**config.mk**
```make
export PLATFORM = sky130hd
export DESIGN_NAME = multi_sel_rx
export DESIGN_NICKNAME = d
export VERILOG_FILES = /design/src/rtl/multi_sel_pkg.sv /design/src/rtl/sync_fifo.sv /design/src/rtl/multi_sel_rx.sv
export SDC_FILE = /design/constraint.sdc
export NUM_CORES = 1
export LEC_CHECK = 0
export ABC_AREA = 1
export CAP_MARGIN = 20
export CORE_ASPECT_RATIO = 1.4
export CORE_MARGIN = 2
export CORE_UTILIZATION = 58
export CTS_CLUSTER_SIZE = 24
export DETAILED_ROUTE_END_ITERATION = 16
export DONT_BUFFER_PORTS = 1
export HOLD_SLACK_MARGIN = 0.12
export PLACE_DENSITY = 0.76
export SKIP_CTS_REPAIR_TIMING = 1
export SYNTH_ARGS = -nofsm -noshare
export SYNTH_HDL_FRONTEND = slang
export SYNTH_SLANG_ARGS = --single-unit
```
**constraint.sdc**
```tcl
create_clock -name clk -period 2.7 [get_ports clk]
set_clock_uncertainty 0.05 [all_clocks]
set_input_delay 0.135 -clock clk [delete_from_list [all_inputs] [get_ports clk]]
set_output_delay 0.135 -clock clk [all_outputs]
set_load 0.01 [all_outputs]
```
**src/rtl/multi_sel_pkg.sv**
```systemverilog
// Shared types and constants for the multi_sel beat stream (d, 3d, 7d, 8d).
// Latency: none (types and pure functions only).
// Backpressure: not applicable.
package multi_sel_pkg;

    localparam int BEATS = 4;
    localparam int D_W   = 8;
    localparam int OUT_W = 11;
    localparam int M1    = 3;
    localparam int M2    = 7;
    localparam int M3    = 8;

    typedef enum logic [1:0] {IDLE, B1, B2, B3} state_t;

    typedef struct packed {
        logic [D_W-1:0] data;
        logic           err;
    } result_t;

    // Value the beat sampled in state st must carry; shift/add form, 11 bits never wrap.
    function automatic logic [OUT_W-1:0] expected_beat(input logic [D_W-1:0] d, input state_t st);
        logic [OUT_W-1:0] dx;
        dx = OUT_W'(d);
        case (st)
            B1:      return (dx << 1) + dx;
            B2:      return (dx << 3) - dx;
            B3:      return dx << 3;
            default: return dx;
        endcase
    endfunction

endpackage

```
**src/rtl/sync_fifo.sv**
```systemverilog
// Generic shift-register FIFO; head entry is a flop so rd_dat is registered.
// Latency: write at edge k is visible on rd_dat / !empty in cycle k+1 (no bypass).
// Backpressure: push is dropped when full unless a pop happens in the same cycle.
module sync_fifo #(
    parameter int WIDTH = 9,
    parameter int DEPTH = 2
) (
    input  logic             clk,
    input  logic             rst,
    input  logic             push,
    input  logic [WIDTH-1:0] wr_dat,
    input  logic             pop,
    output logic [WIDTH-1:0] rd_dat,
    output logic             full,
    output logic             empty
);
    localparam int AW = (DEPTH > 1) ? $clog2(DEPTH) : 1;
    localparam int CW = AW + 1;

    logic [WIDTH-1:0] ent [DEPTH];
    logic [CW-1:0]    count;
    logic [CW-1:0]    wr_idx;
    logic             push_ok;
    logic             pop_ok;

    assign full    = (count == CW'(DEPTH));
    assign empty   = (count == '0);
    assign pop_ok  = pop && !empty;
    assign push_ok = push && (!full || pop_ok);
    // Entries shift down on pop, so the write slot moves down with them.
    assign wr_idx  = count - CW'(pop_ok);
    assign rd_dat  = ent[0];

    always_ff @(posedge clk) begin
        if (rst) begin
            count <= '0;
            for (int i = 0; i < DEPTH; i++) ent[i] <= '0;
        end else begin
            count <= count + CW'(push_ok) - CW'(pop_ok);
            if (pop_ok) begin
                for (int i = 0; i < DEPTH - 1; i++) ent[i] <= ent[i+1];
            end
            if (push_ok) ent[wr_idx[AW-1:0]] <= wr_dat;
        end
    end

endmodule

```
**src/rtl/multi_sel_rx.sv**
```systemverilog
// Receives d,3d,7d,8d frames, checks every beat, counts frames/errors, queues {d,err}.
// Latency: last beat sampled at edge k -> o_valid in cycle k+1 (empty FIFO).
// Backpressure: o_valid/o_ready; a frame completing into a full FIFO with no pop is dropped (o_overflow).
module multi_sel_rx
    import multi_sel_pkg::*;
#(
    parameter int DEPTH = 2,
    parameter int CNT_W = 16
) (
    input  logic             clk,
    input  logic             rst,
    input  logic             grant_in,
    input  logic [OUT_W-1:0] din,
    output logic             o_valid,
    input  logic             o_ready,
    output logic [D_W-1:0]   o_data,
    output logic             o_err,
    output logic             sync_err,
    output logic             o_overflow,
    output logic [CNT_W-1:0] frame_cnt,
    output logic [CNT_W-1:0] err_cnt
);
    state_t         state, state_nxt;
    logic [D_W-1:0] d_q;
    logic           bad_q;
    logic           bad_fin;
    logic           start, abort, done;
    logic           pop, full, empty;
    result_t        wr_res, rd_res;

    always_ff @(posedge clk) begin
        if (rst) state <= IDLE;
        else     state <= state_nxt;
    end

    always_comb begin
        state_nxt = state;
        start     = 1'b0;
        abort     = 1'b0;
        done      = 1'b0;
        case (state)
            IDLE: begin
                if (grant_in) begin
                    start     = 1'b1;
                    state_nxt = B1;
                end
            end
            default: begin
                if (grant_in) begin
                    // Early marker: drop the partial frame and restart on this beat.
                    abort     = 1'b1;
                    start     = 1'b1;
                    state_nxt = B1;
                end else begin
                    case (state)
                        B1:      state_nxt = B2;
                        B2:      state_nxt = B3;
                        default: begin
                            state_nxt = IDLE;
                            done      = 1'b1;
                        end
                    endcase
                end
            end
        endcase
    end

    assign bad_fin = bad_q | (din != expected_beat(d_q, state));

    always_ff @(posedge clk) begin
        if (rst) begin
            d_q   <= '0;
            bad_q <= 1'b0;
        end else if (start) begin
            d_q   <= din[D_W-1:0];
            bad_q <= |din[OUT_W-1:D_W];
        end else if (state != IDLE) begin
            bad_q <= bad_fin;
        end
    end

    assign pop         = o_valid && o_ready;
    assign wr_res.data = d_q;
    assign wr_res.err  = bad_fin;

    sync_fifo #(
        .WIDTH ($bits(result_t)),
        .DEPTH (DEPTH)
    ) u_fifo (
        .clk    (clk),
        .rst    (rst),
        .push   (done),
        .wr_dat (wr_res),
        .pop    (pop),
        .rd_dat (rd_res),
        .full   (full),
        .empty  (empty)
    );

    assign o_valid = !empty;
    assign o_data  = rd_res.data;
    assign o_err   = rd_res.err;

    always_ff @(posedge clk) begin
        if (rst) begin
            sync_err   <= 1'b0;
            o_overflow <= 1'b0;
            frame_cnt  <= '0;
            err_cnt    <= '0;
        end else begin
            sync_err <= abort;
            if (done && full && !pop) o_overflow <= 1'b1;
            if (done && frame_cnt != '1) frame_cnt <= frame_cnt + CNT_W'(1);
            if (((done && bad_fin) || abort) && err_cnt != '1) err_cnt <= err_cnt + CNT_W'(1);
        end
    end

endmodule

```
After elaboration in Yosys (flattened, before gate mapping)

Memories as Yosys holds them, arrays and structs flattened.
Cells that the tools add are included.

Add/subtract/negate cells: 7
Eq/ne operators: 8
Muxes and demuxes: 24
Bitwise gates (word level): 2
Reductions and logical operators: 20

Operator list:

| operator                                            | number |
|---|---|
| case mux 11 bit (3 select lines)                    | 1 |
| adder 16 x 1 -> 16 bit, second input constant       | 2 |
| inequality test 16 bit, second input constant       | 2 |
| two-way mux 9 bit                                   | 2 |
| two-way mux 1 bit                                   | 17 |
| inequality test 11 bit                              | 1 |
| subtractor 11 x 8 -> 11 bit                         | 1 |
| adder 9 x 8 -> 10 bit                               | 1 |
| OR reduction 9 bit                                  | 1 |
| logical AND 1 bit                                   | 8 |
| equality test 2 bit, second input constant          | 3 |
| two-way mux 2 bit                                   | 3 |
| zero test 2 bit                                     | 2 |
| case mux 2 bit (2 select lines)                     | 1 |
| nonzero test 2 bit                                  | 2 |
| zero test 1 bit                                     | 3 |
| OR reduction 3 bit                                  | 1 |
| adder 2 x 1 -> 2 bit                                | 1 |
| equality test 2 x 1 -> 1 bit, second input constant | 1 |
| logical OR 1 bit                                    | 2 |
| inequality test 2 bit, second input constant        | 1 |
| bitwise OR 1 bit                                    | 2 |
| OR reduction 2 bit                                  | 1 |
| subtractor 2 x 1 -> 2 bit                           | 1 |
| subtractor 1 bit                                    | 1 |

Bits in registers: 47
RAM bits: 18
Bits of input ports: 15
Output and inout bits: 44
Word-level logic and storage cells: 70
Memories: 1

Memory list:

| memory     | words | bits a word | read ports | clocked after memory_dff | wr ports | RTL line        | text |
|---|---|---|---|---|---|---|---|
| u_fifo.ent | 2     | 9           | 2          | 0                        | 2        | sync_fifo.sv:20 | `logic [WIDTH-1:0] ent [DEPTH];` |

Logic depth before layout (Yosys ltp)

Word-level depth: 11
Mapped depth: 22
Depth with buffers taken out: 21

Cells and area by module

A second synthesis with hierarchy kept.

Cells, all modules: 678
Area, all modules: 4698.3 um2

Modules (own cells, without submodules):

| module       | instances | cells an instance | area each (um2) | sequential area each (um2) |
|---|---|---|---|---|
| multi_sel_rx | 1         | 561               | 3667.3          | 900.9 |
| sync_fifo    | 1         | 117               | 1031.0          | 580.6 |

Worst setup path before layout

No wires, ideal clock.

Path type: register -> register
From: register d_q[1]
To: register err_cnt[0]
Library setup time: 0.115 ns
Arrival: 2.373 ns
Path slack: 0.162 ns
Stages on the path, launching flop included: 20
Path through: dfxtp_1 > ha_1 > inv_1 > fa_1 > nor2_1 > nor2_1 > o21ai_2 > nand3b_1 > nand2_1 > nor2_1 > nand2_1 > nor2_1 > nand2_1 > nor2_2 > nand3_2 > nand2_2 > nand2_4 > buf_2 > a21oi_1 > nor2_1

Word-level cells in the longest chain between the ends: 7
Elaborated cells between the ends (all ways): 8

Ends and longest elaborated chain:

| what                                                                        | RTL line                                 | text |
|---|---|---|
| start, declared                                                             | multi_sel_rx.sv:24                       | `logic [D_W-1:0] d_q;` |
| start signal, assigned                                                      | multi_sel_rx.sv:75                       | `d_q <= din[D_W-1:0];` |
| subtractor 11 x 8 -> 11 bit / adder 9 x 8 -> 10 bit (equally long branches) | multi_sel_pkg.sv:26, multi_sel_pkg.sv:25 |  |
| case mux 11 bit (3 select lines) (*)                                        | multi_sel_pkg.sv:24                      | `case (st)` |
| inequality test 11 bit (*)                                                  | multi_sel_rx.sv:68                       | `assign bad_fin = bad_q \| (din != expected_beat(d_q, state));` |
| bitwise OR 1 bit (*)                                                        | multi_sel_rx.sv:68                       |  |
| logical AND 1 bit (*)                                                       | multi_sel_rx.sv:114                      | `if (((done && bad_fin) \|\| abort) && err_cnt != '1) err_cnt <= err_cnt + CNT_W'(1);` |
| logical OR 1 bit (*)                                                        | multi_sel_rx.sv:114                      |  |
| logical AND 1 bit (*)                                                       | multi_sel_rx.sv:114                      |  |
| end signal, assigned                                                        | multi_sel_rx.sv:114                      |  |
| end, declared                                                               | multi_sel_rx.sv:21                       | `output logic [CNT_W-1:0] err_cnt` |

Every way passes the cells marked *; elsewhere a longest branch is shown, timed or not.
A chain may end at the register's enable or synchronous reset.

Worst setup path after layout

From: register d_q[1]
To: register err_cnt[7]

Same word-level chain as after synthesis.

==> impl_results.md <==
* Vias in the first global route at approximately 4000
* Status: finished, violations left
* Clock transition at the registers of the reported paths at around 0.070 ns
* CTS tree: built
* Synth Flop Type: dfxtp_1
* Setup-violating endpoint count in the final report at 0
* Layout cell share with drive strength beyond 1 at 20.4%
* Top-area cell type share of the netlist area at 21.2%
* Row count at 37
* Number of cells produced by synthesis at 621
* Final hold slack at -0.208 ns
* Commonest non-fill, non-tap cells in the layout: 131 x nand2_1, 69 x inv_1, 66 x nand3_1, 49 x nor2_1, 44 x dfxtp_1
* Synth-to-layout area growth at 20.2%
* Final wirelength at approximately 12000 um
* Worst setup path startpoint: d_q[1]$_SDFFE_PP0P_
* Final nets at 712
* CTS Buffer Depth at 2
* Via count at 4366
* Clk Latency, worst-skew pair at roughly 0.35 ns
* Slew Limit Fails at 0
* Number of synthesized flops with an enable pin at 18
* Final Hold Vio Count at 20
* Critical Path Sink: err_cnt[7]$_SDFFE_PP0P_
* First-pass GRT wire length at approximately 18000 um
* Vias per cell at about 5.6
* Reg2reg setup slack at roughly 0.011 ns
* Total Neg Setup Slack at 0 ns
* DPL Wire Length at roughly 8300 um
* VDD IR max at roughly 700 uV
* CP startpoint kind: flop
* Worst r2r dst: err_cnt[7]$_SDFFE_PP0P_
* Max Cap Viol at 0
* Post-synth top area cell: dfxtp_1
* Root buffer cell: clkbuf_8
* Full die area at around 0.0084 mm2
* Worst Hold Class: in -> reg
* Largest family of logic cells by synthesized area: simple AND/OR/NAND/NOR gates
* Core Footprint at around 0.0074 mm2
* Post-Synthesis Cell Area at roughly 0.0044 mm2
* RSZ-0062 raised after global routing: yes
* Netlist cell types at between 40 and 50
* Die H at between 100 and 150 um
* Total GRT Usage at a little over a quarter
* Critical Path RT at between 2 and 3 ns
* Max H-tree Level at 3
* Overflow after GRT at 0
* Post-Place Cell Area at between 0.004 and 0.005 mm2
* Design area at roughly 0.0053 mm2
* Worst-margin pin slew at 0.600 ns
* Placer Congestion at between 0.9 and 1
* Inst Count DP at between 700 and 800
* Min Tclk post-route at 2.69 ns
* Initial DRC count at 402
* Final worst path period share at ~100%
* Initial antenna violation count at 0
* Area contributors post-synth: dfxtp_1 21%, edfxtp_1 12%, nand2_1 12%, nand3_1 9.2%, ha_1 7.0%
* Syn avg cell area at around 7.2 um2
* Yosys warning total at 0
* DRT antenna net count at 0
* Final Core Density at between 70 and 80%
* CP Capture Type: flop
* Critical path fanouts, max at 8
* # DRC at 0
* Failing checks: negative hold slack
* CP arrival at 2.93 ns
* Peak Freq at 372 MHz
* CTS buffer count at 9
* Adder-Cell Fraction of Synth Area at under 10%
* #FFs+latches synth at 65
* Post-synthesis sequential area ratio at 33.3%
* Critical path class: reg -> reg
* Clock Sinks at 65
* XOR/XNOR share of the synthesized area at 3.55%
* DRT Pass-1 Iters at 7
* Routed len/inst at roughly 15 um
* Pin count of the biggest net entering global routing at 28
* Die X at between 70 and 80 um
* Most common cell after layout, fill and taps aside: nand2_1
* FF-to-FF Start: d_q[1]$_SDFFE_PP0P_
* Power Density at roughly 510 mW/mm2
* Port Buf Inserts at 0
* IO Count at 59
* ANT cells at 0
* Total power at roughly 2700 uW
* # fillers at between 500 and 600
* Post-Syn Nets at between 600 and 700
* Multiplexer share of the synthesized area at 0%
* Pleak at around 0.0023 uW
* Async set or reset register ratio after synthesis at 0%
* Max_slew headroom at about three fifths
* Finished Layout Cells at between 700 and 800
* Compound-cell area share of the yosys netlist at a little under an eighth
* Synth Area in Simple Gates at 34.9%
* Initial Util at between 50% and 60%
* FF-to-FF path depth at 19
worst max-delay path, stage by stage, from the launching register on:
cell and delay, ns:
dfxtp_4 0.37, ha_4 0.13, inv_2 0.04, fa_1 0.50, nor2_1 0.05, nor2_1 0.12
o21ai_2 0.08, nand3b_1 0.09, nand2_1 0.06, nor2_1 0.11, nand2_1 0.07, nor2_2 0.13
nand2_1 0.07, nor2_2 0.09, nand3_2 0.10, nand2_4 0.11, nand2_8 0.10, nand2_8 0.13
nand2_2 0.07, a21oi_2 0.14
how the worst min path moves through the flow:
stage | slack [ns] | start | cells past startpoint | endpoint
after floorplan | 0.23 | din[7] | 2 | d_q[7]$_SDFFE_PP0P_
final | -0.21 | rst | 1 | err_cnt[8]$_SDFFE_PP0P_
after detailed placement | 0.15 | rst | 1 | err_cnt[10]$_SDFFE_PP0P_
after global routing | -0.23 | rst | 1 | err_cnt[10]$_SDFFE_PP0P_
after CTS | -0.23 | rst | 1 | err_cnt[10]$_SDFFE_PP0P_
after global placement | 0.15 | rst | 1 | err_cnt[10]$_SDFFE_PP0P_
sequential cells by signal, summed over array words and instances, names as in the netlist:
signal and cells:
u_fifo.ent 18, err_cnt 16, frame_cnt 16, d_q 8, state 2, u_fifo.count 2
bad_q 1, o_overflow 1, sync_err 1
cell type report:
class	instances	area [um2]	area share, %
multi-input cells	460	2770	51.8
flip-flops and latches	65	1490	27.9
repair buffers	53	459	8.60
inverters	82	310	5.81
clock buffers	9	124	2.32
well taps	97	121	2.27
clock inverters	7	70.1	1.31
routing by layer:
metal	share of wire [%]	global-route usage, %
met1	37	28.8
met2	52	49.0
met3	6.1	6.54
met4	4.4	13.3
met5	0	0
power by group:
group / leakage, uW / internal, uW / switching, uW
Combinational: 0.00163 / 299 / 482
Clock: 0.000101 / 426 / 392
Sequential: 0.000571 / 1080 / 62.6
Total: 0.00230 / 1810 / 936
cells by family after synthesis:
logic type | Yosys count
compound gates | 89
flops | 65
xor+xnor | 18
buf+inv | 97
fa+ha+maj | 26
simple gates | 326
synthesized netlist by cell type, drive strengths merged (6+ instances only):
cell	instances
nand4	11
dfxtp	47
nand3	85
nor2	59
edfxtp	18
a21oi	53
o21ai	29
xnor2	6
nor3	6
nand2	151
inv	80
clkbuf	7
buf	8
nand3b	7
xor2	12
ha	25
through the flow:
stage,hold slack (ns),setup WS (ns)
global route,-0.228,-0.218
detailed placement,0.153,-0.0148
global placement,0.152,0.0812
finish,-0.208,0.0109
CTS,-0.231,-0.0405
floorplan,0.234,0.162
Note: power is estimated with default switching activity, not from simulation.
